## src/rtl/freq_meter.sv

```systemverilog
// Gated-window frequency counter: counts synchronized rising edges of sig_in
// over GATE_CYCLES clk cycles and reports the count scaled to hertz.
module freq_meter #(
  parameter int CLOCK_FREQ  = 50_000_000,
  parameter int GATE_CYCLES = 50_000_000,
  parameter int WIDTH       = 32
) (
  input  logic             clk,
  input  logic             rst_n,
  input  logic             enable,
  input  logic             sig_in,
  output logic [WIDTH-1:0] freq_hertz,
  output logic             valid,
  output logic             overflow
);

  localparam int SCALE = CLOCK_FREQ / GATE_CYCLES;
  localparam int GW    = (GATE_CYCLES > 1) ? $clog2(GATE_CYCLES) : 1;
  localparam int PW    = 2 * WIDTH;

  localparam logic [GW-1:0]    GATE_LAST = GW'(GATE_CYCLES - 1);
  localparam logic [PW-1:0]    SCALE_W   = PW'(SCALE);
  localparam logic [WIDTH-1:0] CNT_MAX   = {WIDTH{1'b1}};
  localparam logic [PW-1:0]    RES_MAX   = {{WIDTH{1'b0}}, {WIDTH{1'b1}}};

  typedef enum logic [0:0] {
    IDLE = 1'b0,
    GATE = 1'b1
  } state_t;

  state_t           state_r;
  state_t           state_s;
  logic             sync1_r;
  logic             sync2_r;
  logic             prev_r;
  logic [GW-1:0]    gate_cnt_r;
  logic [GW-1:0]    gate_cnt_s;
  logic [WIDTH-1:0] edge_cnt_r;
  logic [WIDTH-1:0] edge_cnt_s;
  logic [WIDTH-1:0] freq_s;
  logic             ovf_s;
  logic             valid_s;
  logic             edge_s;
  logic             win_end_s;
  logic [PW-1:0]    sum_s;
  logic [PW-1:0]    result_s;

  assign edge_s    = sync2_r & ~prev_r;
  assign win_end_s = (state_r == GATE) && (gate_cnt_r == GATE_LAST);
  // The edge detected on the window-end cycle still belongs to this window.
  assign sum_s     = {{WIDTH{1'b0}}, edge_cnt_r} + PW'(edge_s);
  assign result_s  = sum_s * SCALE_W;

  // Input synchronizer and edge history, free-running in every state.
  always_ff @(posedge clk or negedge rst_n) begin
    if (!rst_n) begin
      sync1_r <= 1'b0;
      sync2_r <= 1'b0;
      prev_r  <= 1'b0;
    end else begin
      sync1_r <= sig_in;
      sync2_r <= sync1_r;
      prev_r  <= sync2_r;
    end
  end

  // State register.
  always_ff @(posedge clk or negedge rst_n) begin
    if (!rst_n) begin
      state_r <= IDLE;
    end else begin
      state_r <= state_s;
    end
  end

  // Next state: a window end with enable low still reports before leaving GATE.
  always_comb begin
    state_s = state_r;
    case (state_r)
      IDLE: begin
        if (enable) state_s = GATE;
        else        state_s = IDLE;
      end
      GATE: begin
        if (enable) state_s = GATE;
        else        state_s = IDLE;
      end
      default: state_s = IDLE;
    endcase
  end

  // Counter and report next values; windows restart back-to-back at window end.
  always_comb begin
    gate_cnt_s = {GW{1'b0}};
    edge_cnt_s = {WIDTH{1'b0}};
    freq_s     = freq_hertz;
    ovf_s      = overflow;
    valid_s    = 1'b0;
    case (state_r)
      GATE: begin
        if (!win_end_s && enable) begin
          gate_cnt_s = gate_cnt_r + GW'(1);
          if (edge_s && (edge_cnt_r != CNT_MAX)) edge_cnt_s = edge_cnt_r + WIDTH'(1);
          else                                   edge_cnt_s = edge_cnt_r;
        end else begin
          gate_cnt_s = {GW{1'b0}};
          edge_cnt_s = {WIDTH{1'b0}};
        end
      end
      IDLE: begin
        gate_cnt_s = {GW{1'b0}};
        edge_cnt_s = {WIDTH{1'b0}};
      end
      default: begin
        gate_cnt_s = {GW{1'b0}};
        edge_cnt_s = {WIDTH{1'b0}};
      end
    endcase
    if (win_end_s) begin
      valid_s = 1'b1;
      if (result_s > RES_MAX) begin
        freq_s = CNT_MAX;
        ovf_s  = 1'b1;
      end else begin
        freq_s = result_s[WIDTH-1:0];
        ovf_s  = 1'b0;
      end
    end else begin
      valid_s = 1'b0;
    end
  end

  // Counters and registered outputs.
  always_ff @(posedge clk or negedge rst_n) begin
    if (!rst_n) begin
      gate_cnt_r <= {GW{1'b0}};
      edge_cnt_r <= {WIDTH{1'b0}};
      freq_hertz <= {WIDTH{1'b0}};
      overflow   <= 1'b0;
      valid      <= 1'b0;
    end else begin
      gate_cnt_r <= gate_cnt_s;
      edge_cnt_r <= edge_cnt_s;
      freq_hertz <= freq_s;
      overflow   <= ovf_s;
      valid      <= valid_s;
    end
  end

endmodule

```

## config.mk

```make
export PLATFORM = sky130hd
export DESIGN_NAME = freq_meter
export DESIGN_NICKNAME = d
export VERILOG_FILES = /design/src/rtl/freq_meter.sv
export SDC_FILE = /design/constraint.sdc
export NUM_CORES = 1
export LEC_CHECK = 0
export CORE_ASPECT_RATIO = 0.8
export CORE_MARGIN = 1.5
export CORE_UTILIZATION = 39
export CTS_BUF_LIST = sky130_fd_sc_hd__clkbuf_16
export CTS_CLUSTER_SIZE = 30
export DETAILED_ROUTE_END_ITERATION = 12
export HOLD_SLACK_MARGIN = 0.06
export MAX_ROUTING_LAYER = met4
export PLACE_DENSITY = 0.61
export SYNTH_ARGS = -nofsm -noshare
export SYNTH_HDL_FRONTEND = slang
export SYNTH_SLANG_ARGS = --single-unit
```

## constraint.sdc

```tcl
create_clock -name clk -period 7.69 [get_ports clk]
set_input_delay 1.538 -clock clk [delete_from_list [all_inputs] [get_ports clk]]
set_output_delay 1.538 -clock clk [all_outputs]
set_load 0.03 [all_outputs]
```

==> results.md <==
- Status: finished clean
- Most used cell along the critical path: ha_1
- TritonCTS clock tree: yes
- Library cells used by synthesis: 53
- Setup_tns: 0 ns
- Area share of the largest cell type after synthesis: between 40% and 50%
- Worst vdd ir: roughly 0.094 mV
- Pre-antenna DRT Iters: 5
- H-tree levels: 3
- Vias in the first global route: 3965
- Routed wl met3: ~760 um
- Sequential cell area fraction in the yosys report: between 40 and 50%
- Synthesis Warnings: 0
- Die ar.: between 0.01 and 0.015 sq mm
- DRT iter0 DRCs: between 300 and 400
- Final Wtd Congestion: around 0.95
- Clock root cell: clkbuf_16
- All-Layer GR Usage: just over 20%
- Clk sinks: 96
- Max incr delay on CP: around 0.57 ns
- Via density: approximately 5.7
- Inserted Clock Buffers: 9
- Post-synth design cell area: around 0.0052 sq mm
- Post-route DRC violation count: 0
- Tot Pwr: 0.946 mW
- Initial antenna violation count: 0
- Worst R2R Setup Slack: about 4.5 ns
- Clk buf depth: 2
- DP Worst Slack: 4.22 ns
- Pleak: around 2.3 nW
- Critical R2R Capture: freq_hertz[30]$_DFFE_PN0P_
- DP Wirelength: roughly 10000 um
- Antenna viol nets, final: 0
- Largest net degree at the start of global routing: between 50 and 60
- Reg clk slew, reported paths: approximately 0.07 ns
- Post-synth EDFFs: 0
- Final Max Slew Viols: 0
- Final Skew: 0.00621 ns
- PwrDens: between 150 and 200 mW/mm^2
- Critical path endpoint category: register
- Port bufs: 37
- Layout cells sized above 1: 6.11%
- Top sig layer: met4
- Count leader, synth: dfrtp_1
- WL final: 13500 um
- Nets: 592
- Post-CTS setup buffer count: 0
- Post-synthesis compound-gate area fraction: roughly 11%
- CP max stage cell: nor4_4
- I/O pin count: 38
- Die height: 107 um
- Simple-gate portion of the synthesized area: around 27%
- Worst slew pin tran: 1.28 ns
- Critical path data required time: between 7 and 8 ns
- Wire per inst: between 15 and 20 um
- Main synth FF type: dfrtp_1
- Min cycle time layout: about 3.2 ns
- Synthesized Nets: approximately 580
- Commonest cells in the netlist: dfrtp_1 (96), nor2_1 (78), a21oi_1 (50)
- Syn avg cell area: between 9 and 10 sq um
- Worst-path fanout max: 13
- CP Capture Point: freq_hertz[30]$_DFFE_PN0P_
- M1 WL: slightly above 7000 um
- Critical path arrival: around 3.4 ns
- Max Freq: slightly above 300 MHz
- Register bit total from synthesis: between 90 and 100
- Reg2Reg Depth: 9
- Synth Area in Adders: less than 1%
- Grt total ovfl: 0
- Clock Latency Late Sink: roughly 0.34 ns
- Cell family with most CP delay: simple AND/OR/NAND/NOR gates
- Post-synth ARST share: 100%
- # hold bufs at CTS: 0
- Starting Density: between 40% and 50%
- Critical hold path startpoint: sync2_r$_DFF_PN0_
- Via count: 4348
- Post-CTS sizing: 0
- Worst path cell trace: nand2b_1 > inv_1 > ha_1 > ha_1 > nand4_1 > nor4_4 > or4b_1 > xor2_1 > a21oi_1
- Core area: 0.0130 sq mm
- CP startpoint: prev_r$_DFF_PN0_
- Rel. slew slack: roughly 14%
- Mapped Cells: 568
- Final Cycle Share: a little over two fifths
- Synth area leader: dfrtp_1
- Buffer and inverter count on the worst path: 1
- # diodes: 0
- RR Startpoint: prev_r$_DFF_PN0_
- Met2 WL: 5530 um
- Synth area leaders: dfrtp_1 (46%), xor2_1 (6.5%), nor2_1 (5.6%)
- Class of the worst hold path: reg2reg
- RSZ-0062 raised after global routing: false
- First-pass GRT wire length: roughly 22000 um
- Number of cell rows: 37
- Hold Path Stages: 0
- CP Launch Type: register
- Setup Viol. Count Final: 0
- Fin util: a little under half
- Levels on crit path: 9
- Max-Cap Viols: 0
- Fin. Hold Viols: 0
- Mux contribution to synthesized area: 0%
- CP Class: reg2reg
- Final setup margin: 4.47 ns
- Area Overhead vs Synth: 12.3%
- Chip Width: 133 um
- Synth Area in XOR/XNOR: just over 9%
- Main combinational cell family by area after synthesis: simple AND/OR/NAND/NOR gates
## registers in the layout (all words and copies together), names as in the netlist
signal      flops
sync2_r         1
freq_hertz     32
state_r         1
edge_cnt_r     32
sync1_r         1
valid           1
overflow        1
gate_cnt_r     26
prev_r          1
## kinds of logic (layout without fill, tap and decap cells)
kind of cell / Yosys count / count (layout)
buffers and inverters: 45 / 66
adder cells (fa/ha/maj): 4 / 4
AO/OA/AOI/OAI: 98 / 98
AND/OR/NAND/NOR: 270 / 270
flip-flops: 96 / 96
XOR/XNOR: 55 / 55
## placed cells by master (no fill, tap or decap), drive strengths merged, types with 3 or more instances in the layout
| cell | instances |
|---|---|
| a21oi | 52 |
| o211ai | 6 |
| clkbuf | 9 |
| nor3 | 13 |
| inv | 11 |
| o21ai | 17 |
| buf | 5 |
| clkdlybuf4s50 | 36 |
| nand2 | 39 |
| o31ai | 6 |
| nand3 | 33 |
| dfrtp | 96 |
| and2 | 4 |
| and3 | 9 |
| nor4 | 12 |
| xnor2 | 16 |
| a31oi | 3 |
| ha | 4 |
| or4 | 12 |
| and4 | 7 |
| xor2 | 39 |
| or3 | 16 |
| a211oi | 4 |
| nand4 | 37 |
| nor2 | 78 |
| clkinv | 4 |
## power by group
| part | internal, mW | total, mW | leakage, nW | switching, mW |
|---|---|---|---|---|
| Combinational | 0.00388 | 0.0227 | 0.795 | 0.0188 |
| Sequential | 0.506 | 0.508 | 1.33 | 0.00167 |
| Clock | 0.219 | 0.415 | 0.137 | 0.196 |
| Total | 0.730 | 0.946 | 2.26 | 0.216 |
## final cells by class
| cell class | instances | area, sq um |
|---|---|---|
| clock inverters | 7 | 47.5 |
| well taps | 175 | 219 |
| fillers | 1265 | 7080 |
| flip-flops and latches | 96 | 2400 |
| clock buffers | 9 | 225 |
| repair buffers | 41 | 398 |
| multi-input cells | 427 | 2560 |
| inverters | 9 | 33.8 |
## worst min-delay path by stage
stage	endpoint
2_1_floorplan	sync2_r$_DFF_PN0_
5_1_grt	prev_r$_DFF_PN0_
3_3_place_gp	prev_r$_DFF_PN0_
3_5_place_dp	sync2_r$_DFF_PN0_
4_1_cts	prev_r$_DFF_PN0_
6_report	prev_r$_DFF_PN0_
## metrics by stage
stage	cell area (sq um)	cells	hold slack, ns
after floorplan	5240	568	0.331
after global placement	5610	748	0.366
after detailed placement	5610	748	0.372
after CTS	5890	764	0.386
after global routing	5890	764	0.390
final	5890	764	0.385
## per-layer routing
layer	global-route usage, %	vias up
met3	3.83	10
met5	-	-
met2	27.4	130
li1	-	2083
met4	4.71	0
met1	31.8	2125
No activity file was read; power rests on OpenSTA's default activity.
